### config.mk
export PLATFORM = sky130hd
export DESIGN_NAME = osc_clk_supervisor
export DESIGN_NICKNAME = d
export VERILOG_FILES = /design/src/rtl/osc_sup_pkg.sv /design/src/rtl/osc_edge_meter.sv /design/src/rtl/osc_clk_supervisor.sv
export SDC_FILE = /design/constraint.sdc
export NUM_CORES = 1
export LEC_CHECK = 0
export ABC_AREA = 0
export CAP_MARGIN = 15
export CELL_PAD_IN_SITES_DETAIL_PLACEMENT = 1
export CELL_PAD_IN_SITES_GLOBAL_PLACEMENT = 1
export CORE_ASPECT_RATIO = 1.25
export CORE_UTILIZATION = 39
export DETAILED_ROUTE_END_ITERATION = 6
export PLACE_DENSITY_LB_ADDON = 0.1
export SYNTH_ARGS = -nofsm -noshare
export SYNTH_HDL_FRONTEND = slang
export SYNTH_HIERARCHICAL = 1
export SYNTH_SLANG_ARGS = --single-unit
### constraint.sdc
create_clock -name CLK -period 2.8 [get_ports CLK]
set_clock_uncertainty 0.15 [all_clocks]
set_input_delay 0.28 -clock CLK [delete_from_list [all_inputs] [get_ports CLK]]
set_output_delay 0.28 -clock CLK [all_outputs]
set_load 0.05 [all_outputs]
### src/rtl/osc_sup_pkg.sv
// Shared definitions for the crystal oscillator supervisor: FSM state
// encoding, the STATE port width and the default parameter values.
package osc_sup_pkg;

  localparam int unsigned STATE_W = 3;

  localparam int unsigned DEF_WIN_CYCLES    = 1024;
  localparam int unsigned DEF_CNT_W         = 11;
  localparam int unsigned DEF_EDGE_MIN      = 380;
  localparam int unsigned DEF_EDGE_MAX      = 440;
  localparam int unsigned DEF_GOOD_WINDOWS  = 4;
  localparam int unsigned DEF_SETTLE_CYCLES = 64;
  localparam int unsigned DEF_STALL_CYCLES  = 32;

  typedef enum logic [STATE_W-1:0] {
    RC_RUN  = 3'd0,
    SW_HOLD = 3'd1,
    XTL_RUN = 3'd2,
    FB_HOLD = 3'd3
  } sup_state_e;

endpackage

### src/rtl/osc_edge_meter.sv
// Crystal activity meter: synchronizes the XTLOSC/2 toggle into clk,
// counts its edges over fixed windows and watches for a stalled crystal.
//   clk, reset   : RC clock, synchronous active-high reset
//   tog          : XTLOSC/2 toggle, asynchronous to clk
//   win_done_c   : last cycle of the current window (combinational)
//   win_good_c   : edge count of the finishing window is in range (combinational)
//   stall_c      : no edge seen for STALL_CYCLES cycles (combinational)
//   edge_cnt     : edge count captured at the end of the last window
//   xtl_good     : in-range result of the last window
module osc_edge_meter
  import osc_sup_pkg::*;
#(
  parameter int unsigned WIN_CYCLES   = DEF_WIN_CYCLES,
  parameter int unsigned CNT_W        = DEF_CNT_W,
  parameter int unsigned EDGE_MIN     = DEF_EDGE_MIN,
  parameter int unsigned EDGE_MAX     = DEF_EDGE_MAX,
  parameter int unsigned STALL_CYCLES = DEF_STALL_CYCLES
) (
  input  logic             clk,
  input  logic             reset,
  input  logic             tog,
  output logic             win_done_c,
  output logic             win_good_c,
  output logic             stall_c,
  output logic [CNT_W-1:0] edge_cnt,
  output logic             xtl_good
);

  localparam int unsigned WIN_W   = (WIN_CYCLES > 1) ? $clog2(WIN_CYCLES) : 1;
  localparam int unsigned STALL_W = $clog2(STALL_CYCLES + 1);

  localparam logic [WIN_W-1:0]   WIN_LAST  = WIN_W'(WIN_CYCLES - 1);
  localparam logic [STALL_W-1:0] STALL_MAX = STALL_W'(STALL_CYCLES);
  localparam logic [CNT_W-1:0]   CNT_MIN   = CNT_W'(EDGE_MIN);
  localparam logic [CNT_W-1:0]   CNT_MAX   = CNT_W'(EDGE_MAX);

  logic               tog_meta;
  logic               tog_sync;
  logic               tog_hist;
  logic               edge_c;
  logic [WIN_W-1:0]   win_cnt;
  logic [CNT_W-1:0]   cnt;
  logic [CNT_W-1:0]   cnt_final_c;
  logic [STALL_W-1:0] stall_cnt;

  assign edge_c      = tog_sync ^ tog_hist;
  assign win_done_c  = (win_cnt == WIN_LAST);
  // Running count including this cycle's edge, saturating at all-ones.
  assign cnt_final_c = (edge_c && !(&cnt)) ? cnt + CNT_W'(1) : cnt;
  assign win_good_c  = (cnt_final_c >= CNT_MIN) && (cnt_final_c <= CNT_MAX);
  assign stall_c     = (stall_cnt == STALL_MAX);

  // Synchronizer, window/edge/stall counters and captured window result.
  always_ff @(posedge clk) begin
    if (reset) begin
      tog_meta  <= 1'b0;
      tog_sync  <= 1'b0;
      tog_hist  <= 1'b0;
      win_cnt   <= '0;
      cnt       <= '0;
      stall_cnt <= '0;
      edge_cnt  <= '0;
      xtl_good  <= 1'b0;
    end else begin
      tog_meta <= tog;
      tog_sync <= tog_meta;
      tog_hist <= tog_sync;

      win_cnt <= win_done_c ? '0 : win_cnt + WIN_W'(1);

      if (win_done_c) begin
        cnt      <= '0;
        edge_cnt <= cnt_final_c;
        xtl_good <= win_good_c;
      end else begin
        cnt <= cnt_final_c;
      end

      if (edge_c) begin
        stall_cnt <= '0;
      end else if (!stall_c) begin
        stall_cnt <= stall_cnt + STALL_W'(1);
      end
    end
  end

endmodule

### src/rtl/osc_clk_supervisor.sv
// XTLOSC supervisor: qualifies the crystal over consecutive good windows,
// switches the CCC reference to XTL with a bracketing CCC reset, and falls
// back to the RC oscillator on a bad window, a stall or software disable.
//   CLK, RESET : RC clock, synchronous active-high reset
//   XTL_TOG    : XTLOSC/2 toggle (asynchronous)
//   EN_XTL     : permission to run from XTL
//   FAULT_CLR  : one-cycle pulse clearing XTL_FAULT
//   SEL_XTL    : CCC source select, 1 = XTLOSC
//   CCC_RST    : CCC reset held during a source change
//   XTL_GOOD   : result of the last completed window
//   XTL_FAULT  : sticky fallback flag
//   EDGE_CNT   : edge count of the last window
//   STATE      : current FSM state code
module osc_clk_supervisor
  import osc_sup_pkg::*;
#(
  parameter int unsigned WIN_CYCLES    = DEF_WIN_CYCLES,
  parameter int unsigned CNT_W         = DEF_CNT_W,
  parameter int unsigned EDGE_MIN      = DEF_EDGE_MIN,
  parameter int unsigned EDGE_MAX      = DEF_EDGE_MAX,
  parameter int unsigned GOOD_WINDOWS  = DEF_GOOD_WINDOWS,
  parameter int unsigned SETTLE_CYCLES = DEF_SETTLE_CYCLES,
  parameter int unsigned STALL_CYCLES  = DEF_STALL_CYCLES
) (
  input  logic               CLK,
  input  logic               RESET,
  input  logic               XTL_TOG,
  input  logic               EN_XTL,
  input  logic               FAULT_CLR,
  output logic               SEL_XTL,
  output logic               CCC_RST,
  output logic               XTL_GOOD,
  output logic               XTL_FAULT,
  output logic [CNT_W-1:0]   EDGE_CNT,
  output logic [STATE_W-1:0] STATE
);

  localparam int unsigned GOOD_W = $clog2(GOOD_WINDOWS + 1);
  localparam int unsigned HOLD_W = (SETTLE_CYCLES > 1) ? $clog2(SETTLE_CYCLES) : 1;

  localparam logic [GOOD_W-1:0] GOOD_TARGET = GOOD_W'(GOOD_WINDOWS);
  localparam logic [HOLD_W-1:0] HOLD_LAST   = HOLD_W'(SETTLE_CYCLES - 1);

  sup_state_e        state;
  sup_state_e        state_next;
  logic [GOOD_W-1:0] good_cnt;
  logic [GOOD_W-1:0] good_cnt_next;
  logic [HOLD_W-1:0] hold_cnt;
  logic [HOLD_W-1:0] hold_cnt_next;
  logic              fault_set_c;
  logic              sel_next;
  logic              rst_next;
  logic              win_done_c;
  logic              win_good_c;
  logic              stall_c;

  osc_edge_meter #(
    .WIN_CYCLES  (WIN_CYCLES),
    .CNT_W       (CNT_W),
    .EDGE_MIN    (EDGE_MIN),
    .EDGE_MAX    (EDGE_MAX),
    .STALL_CYCLES(STALL_CYCLES)
  ) u_meter (
    .clk       (CLK),
    .reset     (RESET),
    .tog       (XTL_TOG),
    .win_done_c(win_done_c),
    .win_good_c(win_good_c),
    .stall_c   (stall_c),
    .edge_cnt  (EDGE_CNT),
    .xtl_good  (XTL_GOOD)
  );

  assign STATE = STATE_W'(state);

  // State, counters and registered source-control outputs.
  always_ff @(posedge CLK) begin
    if (RESET) begin
      state     <= RC_RUN;
      good_cnt  <= '0;
      hold_cnt  <= '0;
      SEL_XTL   <= 1'b0;
      CCC_RST   <= 1'b0;
      XTL_FAULT <= 1'b0;
    end else begin
      state    <= state_next;
      good_cnt <= good_cnt_next;
      hold_cnt <= hold_cnt_next;
      SEL_XTL  <= sel_next;
      CCC_RST  <= rst_next;
      // A fault set outranks a coincident clear.
      if (fault_set_c) begin
        XTL_FAULT <= 1'b1;
      end else if (FAULT_CLR) begin
        XTL_FAULT <= 1'b0;
      end
    end
  end

  // Next-state and next-output decode.
  always_comb begin
    state_next    = state;
    good_cnt_next = '0;
    hold_cnt_next = '0;
    fault_set_c   = 1'b0;

    case (state)
      RC_RUN: begin
        good_cnt_next = good_cnt;
        if (win_done_c) begin
          if (!win_good_c) begin
            good_cnt_next = '0;
          end else if (good_cnt != GOOD_TARGET) begin
            good_cnt_next = good_cnt + GOOD_W'(1);
          end
        end
        if ((good_cnt == GOOD_TARGET) && EN_XTL) begin
          state_next = SW_HOLD;
        end
      end
      SW_HOLD: begin
        if (hold_cnt == HOLD_LAST) begin
          state_next = XTL_RUN;
        end else begin
          hold_cnt_next = hold_cnt + HOLD_W'(1);
        end
      end
      XTL_RUN: begin
        // Bad window or stall is a fault even when EN_XTL drops together.
        fault_set_c = (win_done_c && !win_good_c) || stall_c;
        if (fault_set_c || !EN_XTL) begin
          state_next = FB_HOLD;
        end
      end
      FB_HOLD: begin
        if (hold_cnt == HOLD_LAST) begin
          state_next = RC_RUN;
        end else begin
          hold_cnt_next = hold_cnt + HOLD_W'(1);
        end
      end
      default: begin
        state_next = RC_RUN;
      end
    endcase

    // Select follows the state; reset brackets every source change.
    sel_next = (state_next == SW_HOLD) || (state_next == XTL_RUN);
    rst_next = (state_next == SW_HOLD) || (state_next == FB_HOLD);
  end

endmodule

# Word level (Yosys, flattened, before mapping)
# Index checks and enable logic that the tools add are counted.
# word_totals
regBits,57
latch_bits,0
ramBits,0
rom_bits,0
in_bits,5
output_inout_bits,18
wordCells,67
n_memories,0
# op_classes
addsub,5
mul,0
n_div,0
n_lt_le_gt_ge,2
eq_ne,12
shift,0
mux,11
bitwise,3
n_reduce_logical,20
# op_table
cell,n
3-bit 2-to-1 mux,6
"6-bit by 1-bit adder with 6-bit output, second input constant",2
"3-bit by 2-bit equality test with 1-bit output, second input constant",4
"6-bit equality test, second input constant",2
3-bit one-hot mux with 4 select lines,1
"11-bit by 1-bit adder with 11-bit output, second input constant",1
"11-bit by 9-bit >= comparator with 1-bit output, second input constant",1
"11-bit by 9-bit less-or-equal comparator with 1-bit output, second input constant",1
11-bit 2-to-1 mux,1
11-bit AND reduction,1
"10-bit by 1-bit adder with 10-bit output, second input constant",1
"10-bit equality test, second input constant",1
2-bit OR reduction,4
"3-bit by 1-bit equality test with 1-bit output, second input constant",2
1-bit logical AND,4
1-bit logical OR,4
"3-bit by 1-bit adder with 3-bit output, second input constant",1
"3-bit equality test, second input constant",1
1-bit logical NOT,3
3-bit logical NOT,1
1-bit 2-to-1 mux,3
"3-bit != test, second input constant",1
3-bit OR reduction,1
"2-bit by 1-bit != test with 1-bit output, second input constant",1
other kinds (4),5

# Logic depth before layout (Yosys ltp)
# Gate-level depths: netlist of run 1.
# logic_depth
word_depth,14
ltp_mapped,10

# Modules after synthesis
# Netlist of run 1, hierarchy kept.
# by_module_without_submodules
module,n_inst,cells_per_inst,area_each_um2,seq_area_each_um2
osc_edge_meter,1,225,2008.2,840.8
osc_clk_supervisor,1,73,654.4,300.3

# Worst setup path after synthesis of run 1
# No wires, ideal clock.
# synth_timing
path_type,register to register
start,register u_meter.cnt[1]
end,register CCC_RST
setup_ns,0.093
t_arrival_ns,2.488
slack_ns,0.070
stages_incl_launch_ff,11
cell_sequence,dfxtp_1 ha_1 buf_6 inv_1 o41a_4 mux2i_1 a2111oi_2 o32ai_2 nor2b_1 o21ai_0 a311oi_1
# synth_via
elab_chain_len,14
word_cells_on_any_way,17
cone_classes,add/sub (1); order compare (2); eq/ne (2); mux (3); reduce/logical (9)
# synth_lines
element,line,source
start: declaration,osc_edge_meter.sv:42,logic [CNT_W-1:0] cnt;
start signal: assignment,osc_edge_meter.sv:76,cnt <= cnt_final_c;
branches (longest 3 deep; another with 11-bit by 1-bit adder with 11-bit output),-,
11-bit 2-to-1 mux (*),osc_edge_meter.sv:49,assign cnt_final_c = (edge_c && !(&cnt)) ? cnt + CNT_W'(1) : cnt;
11-bit by 9-bit >= comparator with 1-bit output or 11-bit by 9-bit less-or-equal comparator with 1-bit output (tied branches),osc_edge_meter.sv:50,assign win_good_c = (cnt_final_c >= CNT_MIN) && (cnt_final_c <= CNT_MAX);
1-bit logical AND (*),osc_edge_meter.sv:50,
named net win_good_c,osc_clk_supervisor.sv:54,logic win_good_c;
1-bit logical NOT (*),osc_clk_supervisor.sv:130,fault_set_c = (win_done_c && !win_good_c) || stall_c;
1-bit logical AND (*),osc_clk_supervisor.sv:130,
1-bit logical OR (*),osc_clk_supervisor.sv:130,
1-bit logical OR (*),osc_clk_supervisor.sv:131,if (fault_set_c || !EN_XTL) begin
3-bit 2-to-1 mux (*),osc_clk_supervisor.sv:131,
3-bit one-hot mux with 4 select lines (*),osc_clk_supervisor.sv:107,case (state)
3-bit by 1-bit equality test with 1-bit output or 3-bit by 2-bit equality test with 1-bit output (tied branches),osc_clk_supervisor.sv:149,rst_next = (state_next == SW_HOLD) || (state_next == FB_HOLD);
1-bit logical OR (*),osc_clk_supervisor.sv:149,
end signal: assignment,osc_clk_supervisor.sv:90,CCC_RST <= rst_next;
end: declaration,osc_clk_supervisor.sv:31,"output logic CCC_RST,"
# Mark *: on every way through the listed nets, which the timed path passes.
# A chain may end at the register's enable or synchronous reset.

# Worst setup path in the final report of run 1
# layout_timing
start,register u_meter.cnt[0]
end,"register state[0], in the netlist STATE[0]"
# layout_via
elab_chain_len,12
word_cells_on_any_way,14
cone_classes,add/sub (1); order compare (2); mux (3); reduce/logical (8)
# layout_lines
element,line,source
branches (longest 3 deep; another with 11-bit by 1-bit adder with 11-bit output),-,
11-bit 2-to-1 mux (*),osc_edge_meter.sv:49,
11-bit by 9-bit >= comparator with 1-bit output or 11-bit by 9-bit less-or-equal comparator with 1-bit output (tied branches),osc_edge_meter.sv:50,
1-bit logical AND (*),osc_edge_meter.sv:50,
named net win_good_c,osc_clk_supervisor.sv:54,
1-bit logical NOT (*),osc_clk_supervisor.sv:130,
1-bit logical AND (*),osc_clk_supervisor.sv:130,
1-bit logical OR (*),osc_clk_supervisor.sv:130,
1-bit logical OR (*),osc_clk_supervisor.sv:131,
3-bit 2-to-1 mux (*),osc_clk_supervisor.sv:131,
3-bit one-hot mux with 4 select lines (*),osc_clk_supervisor.sv:107,
end signal: assignment,osc_clk_supervisor.sv:86,state <= state_next;
end: declaration,osc_clk_supervisor.sv:44,sup_state_e state;
# Marked as above.

==> results of run 1 <==
logic make-up after synthesis:
| logic type | share of synthesized area |
|---|---|
| simple gates | 0.257 |
| flops | 0.429 |
| compound gates | 0.159 |
| buf+inv | 0.0385 |
| xor+xnor | 0.0714 |
| fa+ha+maj | 0.0329 |
| mux | 0.0113 |
| other cells | 0.00141 |
through the flow:
stage / cells / area (um2) / utilization / hold WS [ns] / TNS (ns)
floorplan: 298 / 2660 / - / 0.199 / 0
global placement: 414 / 3050 / 0.465 / 0.283 / 0
detailed placement: 414 / 3050 / 0.465 / 0.283 / 0
CTS: 430 / 3270 / 0.499 / 0.303 / 0
global route: 435 / 3360 / 0.512 / 0.325 / -0.00263
finish: 435 / 3360 / 0.512 / 0.293 / 0
final timing paths:
check / startpoint / end / depth (start not counted)
hold reg to reg: u_meter/tog_meta / u_meter/tog_sync / 1
setup / recovery: u_meter/cnt[0] / STATE[0] / 9
hold / removal: u_meter/tog_meta / u_meter/tog_sync / 1
setup reg to reg: u_meter/cnt[0] / STATE[0] / 9
synth_stat cells (all sizes together) (2+ instances only):
master,count
o21ai,11
nor2,50
and2,5
o32ai,2
a21oi,12
nand3b,2
nand4,6
nand2b,3
a311oi,2
xnor2,10
or3,6
o31ai,4
nor2b,6
ha,7
or4,3
o211ai,3
xor2,10
clkbuf,5
nor3,12
nand2,14
buf,4
inv,12
dfxtp,57
mux2i,3
nand3,16
a31oi,3
a211oi,7
and3,6
what timing repair did:
| action | in CTS | in global routing |
|---|---|---|
| setup buffers | 0 | 5 |
| endpoints found under the setup margin | 1 | 7 |
| resized for setup | 1 | 19 |
| hold buffers | 0 | 0 |
| pin swaps | 0 | 7 |
placed cells by master, fill, tap and decap left out, types with 2 or more instances in the layout:
master	instances
nand2b_1	3
nor2b_1	5
clkbuf_8	12
xnor2_1	9
nand3b_1	2
o21ai_0	8
or4_1	3
clkdlybuf4s50_1	22
o31ai_1	3
a31oi_1	3
a211oi_1	6
buf_4	21
inv_1	10
nand3_1	13
nor3_1	11
ha_1	6
o21ai_1	3
dfxtp_1	50
inv_2	2
nand4_1	6
dfxtp_2	7
nand3_2	2
nand2_1	13
and3_1	5
a311oi_1	2
a21oi_1	12
xor2_1	9
mux2i_1	3
and2_1	4
nor2_1	50
o211ai_1	3
or3_1	6
clkbuf_1	2
area by class of cell:
cell class,instances,area share
Clock inverter,2,0.0104
Multi-Input combinational cell,220,0.438
Timing Repair Buffer,43,0.112
Inverter,12,0.0134
Tap cell,87,0.0324
Clock buffer,14,0.0513
Sequential cell,57,0.342
power groups by stage:
stage	logic, mW	registers (mW)	clock network (mW)
final	0.0815	0.835	0.804
after global routing	0.0908	0.836	0.869
after CTS	0.0821	0.835	0.831
after detailed placement	0.0805	0.852	0
after global placement	0.0798	0.852	0
after floorplan	0.0499	0.852	0
state kept, by name, summed over array words and instances, names as in the netlist, 3 cells and up:
register / flops
STATE: 3
good_cnt: 3
hold_cnt: 6
u_meter/cnt: 11
u_meter/edge_cnt: 11
u_meter/stall_cnt: 6
u_meter/win_cnt: 10
routing by layer:
layer,GRT usage,vias to the layer above,routed length [um],share of wire
met3,0.0435,10,214,0.032
met2,0.368,28,3350,0.50
li1,-,1143,-,-
met4,0.0849,0,146,0.022
met1,0.235,1124,2930,0.44
met5,0,-,0,0
worst max-delay path, delay by kind of cell, from the launching register on:
kind	cells	cell delay, ns
flops	1	0.34
compound gates	5	1.46
fa+ha+maj	1	0.19
simple gates	1	0.19
buf+inv	1	0.06
mux	1	0.16
==> summary.md, run 1 <==
| Metric | Value |
|---|---|
| Synth Cell Area | `2660 um2` |
| Critical path capture point type | `register` |
| Post-Syn Area per Cell | `8.93 um2` |
| P_leak | `1.17 nW` |
| YS warnings | `6` |
| Die Y | `94.4 um` |
| Switching power | `377 uW` |
| CTS Buf Count | `9` |
| Worst Setup Start Kind | `register` |
| Post-synth EDFFs | `0` |
| Sequential element share of the synthesized area | `0.429` |
| Final Hold Violating Endpoints | `0` |
| Internal Power | `1.34 mW` |
| Post-synth top area cell | `dfxtp_1` |
| Status | `finished, final reports clean` |
| # setup viols final | `0` |
| Critical Path Slowest Stage Cell | `o41a_4` |
| Min-delay worst type | `reg -> reg` |
| Top Ports | `23` |
| Starting DRT DRC Count | `71` |
| Yosys cell types | `57` |
| Setup slack after layout | `0.155 ns` |
| Flip-flop and latch count after synthesis | `57` |
| Reg power frac | `0.486` |
| Max VDD drop | `0.309 mV` |
| Tot Pwr | `1.72 mW` |
| Root Buffer | `clkbuf_8` |
| Arrival time of the worst setup path | `2.72 ns` |
| Layout area overhead | `26.4%` |
| Synth area leaders | `dfxtp_1 43%, nor2_1 7.0%, ha_1 3.3%` |
| Core ar. | `6570 um2` |
| GP Congestion | `0.799` |
| Pwr/cell area | `511 nW/um2` |
| Die Width | `75.9 um` |
| Sw Share | `0.219` |
| Slew @ Worst Pin | `0.523 ns` |
| Comb pwr share | `0.047` |
| F_max | `0.378 GHz` |
| Clk sinks | `57` |
| Largest net degree at the start of global routing | `19` |
| Share of layout cells above drive strength 1 | `0.181` |
| R2R Setup Slk | `0.15 ns` |
| Multi-input gate area | `1480 um2` |
| DRT Pass-1 Iters | `4` |
| Worst Path Max Fanout | `3` |
| WL/cell | `15.3 um` |
| CTS tree | `yes` |
| Final routed DRC violation total | `0` |
| Antenna diode instance count | `0` |
| HPWL after DPL | `4790 um` |
| IO Port Bufs | `22` |
| Syn Inst Count | `298` |
| Setup WS pre-CTS | `0.0531 ns` |
| Via/cell ratio | `5.30` |
| Worst stage delay on the critical path | `0.50 ns` |
| Clk slew on worst S/H paths | `0.07 ns` |
| Post-route antenna net violation count | `0` |
| Post-synth ARST share | `0` |
| Fin nets | `355` |
| Clock latency on the worst-skew pair | `0.33 ns` |
| Critical Path RT | `2.88 ns` |
| Yosys top cell area share | `0.429` |
| H-tree levels | `3` |
| Starting Density | `0.406` |
| First-pass GRT wire length | `11,500 um` |
| Main synth FF type | `dfxtp_1` |
| Reg area | `1150 um2` |
| Critical path type | `reg -> reg` |
| Min Tclk post-route | `2.65 ns` |
| Max clock buf depth | `2` |
| Crit-path cells | `ha_2 > inv_2 > o41a_4 > mux2i_1 > a2111oi_2 > o32ai_2 > nor2b_2 > o21ai_1 > a311oi_1` |
| Mapped Nets | `310` |
| Final period util | `0.945` |
| Slew margin rel. | `0.650` |
| Std cell rows | `33` |
| Fillers | `779` |
| Fin. max-slew vios | `0` |
| Final WL | `6640 um` |
| Max Cap Viol | `0` |
| Global-route usage over all layers | `0.204` |
| GR Overflow Total | `0` |
| Vias | `2,305` |
| Antenna violations before repair | `0` |
| Vias in the first global route | `2,379` |
| Clock Power Share | `0.467` |
| Total die area | `7160 um2` |
No activity file was read; power rests on OpenSTA's default activity.
==> run 2, diff against run 1 <==
--- a/config.mk
+++ b/config.mk
@@ -8,9 +8,10 @@
 export ABC_AREA = 0
 export CAP_MARGIN = 15
 export CELL_PAD_IN_SITES_DETAIL_PLACEMENT = 1
-export CELL_PAD_IN_SITES_GLOBAL_PLACEMENT = 1
+export CELL_PAD_IN_SITES_GLOBAL_PLACEMENT = 2
 export CORE_ASPECT_RATIO = 1.25
-export CORE_UTILIZATION = 39
+export CORE_UTILIZATION = 32
+export CTS_CLUSTER_SIZE = 14
 export DETAILED_ROUTE_END_ITERATION = 6
 export PLACE_DENSITY_LB_ADDON = 0.1
 export SYNTH_ARGS = -nofsm -noshare
==> run 2 against run 1 <==
Global-route usage is 3.5 points lower. Worst setup slack worse by 0.049 ns. Clock power increased by 16%. Sequential power hardly changed. Worst hold slack improved by 0.00099 ns. Power increased by 8.0%. Utilization shrank 8.0 points. Via count increased by 0.52%. Fmax fell by 1.8%. Flip-flop and latch count unchanged. Critical path type unchanged. Largest cell class unchanged.
==> summary.md, run 2 (same netlist as run 1, synthesis figures left out) <==
| Metric | Value |
|---|---|
| Clk slew on worst S/H paths | `0.07 ns (about the same)` |
| R2r endpoint | `SEL_XTL` |
| Starting DRT DRC Count | `57 (-20%)` |
| Share of layout cells above drive strength 1 | `0.178 (-0.00256)` |
| Status | `finished, final reports clean` |
| CTS Hold Bufs | `0 (unchanged)` |
| Post-route antenna net violation count | `0 (unchanged)` |
| Core ar. | `7930 um2 (+21%)` |
| Setup_tns | `0 ns (unchanged)` |
| F_max | `0.371 GHz (-1.8%)` |
| # setup viols final | `0 (unchanged)` |
| Min-delay worst type | `reg -> reg` |
| DRT Pass-1 Iters | `4 (unchanged)` |
| R2R depth | `10 (+1)` |
| IO Port Bufs | `22 (unchanged)` |
| GP Congestion | `0.768 (-4.0%)` |
| Max VDD drop | `0.280 mV (-9.4%)` |
| Final Hold Violating Endpoints | `0 (unchanged)` |
| Critical Path Source | `u_meter/cnt[0]` |
| Critical Path RT | `2.88 ns (about the same)` |
| Tot Pwr | `1.86 mW (+8.0%)` |
| Fin nets | `360 (+1.4%)` |
| First-pass GRT wire length | `11,700 um (+2.1%)` |
| Max Cap Viol | `0 (unchanged)` |
| Die Y | `104 um (+10%)` |
| Layout area overhead | `28.9%` |
| Most common cell after layout, fill and taps aside | `dfxtp_1` |
| Starting Density | `0.336 (-0.0697)` |
| Worst Path Max Fanout | `3 (unchanged)` |
| P_leak | `1.18 nW (+0.86%)` |
| Fin. max-slew vios | `0 (unchanged)` |
| Clock latency on the worst-skew pair | `0.34 ns (about the same)` |
| CTS tree | `yes` |
| Slew @ Worst Pin | `0.613 ns (+0.0907 ns)` |
| Pwr/cell area | `541 nW/um2 (+5.9%)` |
| Slew margin rel. | `0.589 (-0.0614)` |
| Final WL | `6840 um (+3.0%)` |
| GR Overflow Total | `0 (unchanged)` |
| Arrival time of the worst setup path | `2.78 ns (+0.06 ns)` |
| Critical path type | `reg -> reg` |
| Via/cell ratio | `5.17 (-2.4%)` |
| Hold Slack | `0.294 ns (+0.000988 ns)` |
| Antenna violations before repair | `0 (unchanged)` |
| Reg-to-reg startpoint | `u_meter/cnt[0]` |
| Final period util | `0.962 (+0.0175)` |
| Clk sinks | `57 (unchanged)` |
| H-tree levels | `3 (unchanged)` |
| Critical path capture point type | `register` |
| Most frequent cells in the layout | `55 x dfxtp_1, 50 x nor2_1, 26 x buf_4, 22 x clkdlybuf4s50_1` |
| Unrepaired setup endpoints after global routing | `no` |
| R2R Setup Slk | `0.11 ns (-0.05 ns)` |
| Global-route usage over all layers | `0.170 (-0.0346)` |
| Vias | `2,317 (+0.52%)` |
| CTS Buf Count | `9 (unchanged)` |
| Vias in the first global route | `2,454 (+3.2%)` |
| Min Tclk post-route | `2.69 ns (+0.0491 ns)` |
| Die Width | `83.6 um (+10%)` |
| Root Buffer | `clkbuf_8` |
| Crit path to | `SEL_XTL` |
| Total die area | `8690 um2 (+21%)` |
| Top Registers | `u_meter/cnt: 11 flops, u_meter/edge_cnt: 11 flops, u_meter/win_cnt: 10 flops` |
| Worst Setup Start Kind | `register` |
| Std cell rows | `36 (+9.1%)` |
| Antenna diode instance count | `0 (unchanged)` |
| Fillers | `925 (+19%)` |
| Final routed DRC violation total | `0 (unchanged)` |
| Max clock buf depth | `2 (unchanged)` |
| Largest net degree at the start of global routing | `13 (-6)` |
| HPWL after DPL | `5130 um (+7.1%)` |
| Top Ports | `23 (unchanged)` |
| WL/cell | `15.3 um (about the same)` |
run 2: power breakdown:
| part | leakage (nW) | internal (mW) | total [mW] | switching (mW) |
|---|---|---|---|---|
| clock network | 0.118 | 0.592 | 0.936 | 0.344 |
| logic | 0.598 | 0.0397 | 0.0881 | 0.0484 |
| registers | 0.462 | 0.822 | 0.834 | 0.0113 |
| total | 1.18 | 1.45 | 1.86 | 0.404 |
run 2: per-stage QoR:
step | setup slack, ns | util | area [um2] | std cells
after global routing | 0.00277 | 0.433 | 3430 | 448
after detailed placement | 0.0753 | 0.395 | 3130 | 431
final | 0.106 | 0.433 | 3430 | 448
after floorplan | 0.0696 | - | 2660 | 298
after CTS | 0.0435 | 0.425 | 3370 | 447
after global placement | 0.169 | 0.395 | 3130 | 431
run 2: worst min-delay path by stage:
stage / from / to / slack (ns) / cells after the start
5_1_grt: u_meter/tog_meta / u_meter/tog_sync / 0.32 / 1
2_1_floorplan: RESET / XTL_FAULT / 0.20 / 1
3_5_place_dp: u_meter/tog_meta / u_meter/tog_sync / 0.28 / 1
3_3_place_gp: u_meter/tog_meta / u_meter/tog_sync / 0.27 / 1
4_1_cts: u_meter/tog_meta / u_meter/tog_sync / 0.30 / 1
6_report: u_meter/tog_meta / u_meter/tog_sync / 0.29 / 1
run 2: layer usage:
metal | GRT usage | vias up | share of wire
met5 | 0 | - | 0
met1 | 0.198 | 1110 | 0.45
met3 | 0.0413 | 14 | 0.031
met2 | 0.291 | 31 | 0.49
met4 | 0.0775 | 0 | 0.025
li1 | - | 1162 | -
run 2: what timing repair did:
| action | CTS | global route |
|---|---|---|
| resized for setup | 0 | 12 |
| endpoints found under the setup margin | 0 | 4 |
| buffers inserted | 0 | 1 |
run 2: layout make-up:
class	count	area, um2	area share
multi-input cells	220	1470	0.429
flip-flops and latches	57	1140	0.333
repair buffers	48	415	0.121
clock buffers	11	131	0.0383
well taps	95	119	0.0346
clock inverters	5	104	0.0303
inverters	12	45.0	0.0131
run 2: critical path, cell delays in order (launching register included):
cell       delay (ns)
dfxtp_1          0.34
ha_2             0.19
inv_2            0.06
o41a_4           0.50
mux2i_1          0.18
a2111oi_4        0.42
o32ai_4          0.17
nor2b_2          0.21
buf_4            0.14
o31ai_1          0.06
and3_1           0.17
==> run 3, diff against run 2 <==
--- a/config.mk
+++ b/config.mk
@@ -11,7 +11,7 @@
 export CELL_PAD_IN_SITES_GLOBAL_PLACEMENT = 2
 export CORE_ASPECT_RATIO = 1.25
 export CORE_UTILIZATION = 32
-export CTS_CLUSTER_SIZE = 14
+export CTS_CLUSTER_SIZE = 20
 export DETAILED_ROUTE_END_ITERATION = 6
 export PLACE_DENSITY_LB_ADDON = 0.1
 export SYNTH_ARGS = -nofsm -noshare
==> results of run 3 <==
The final DEF is identical to that of run 2; final timing and power are the same.
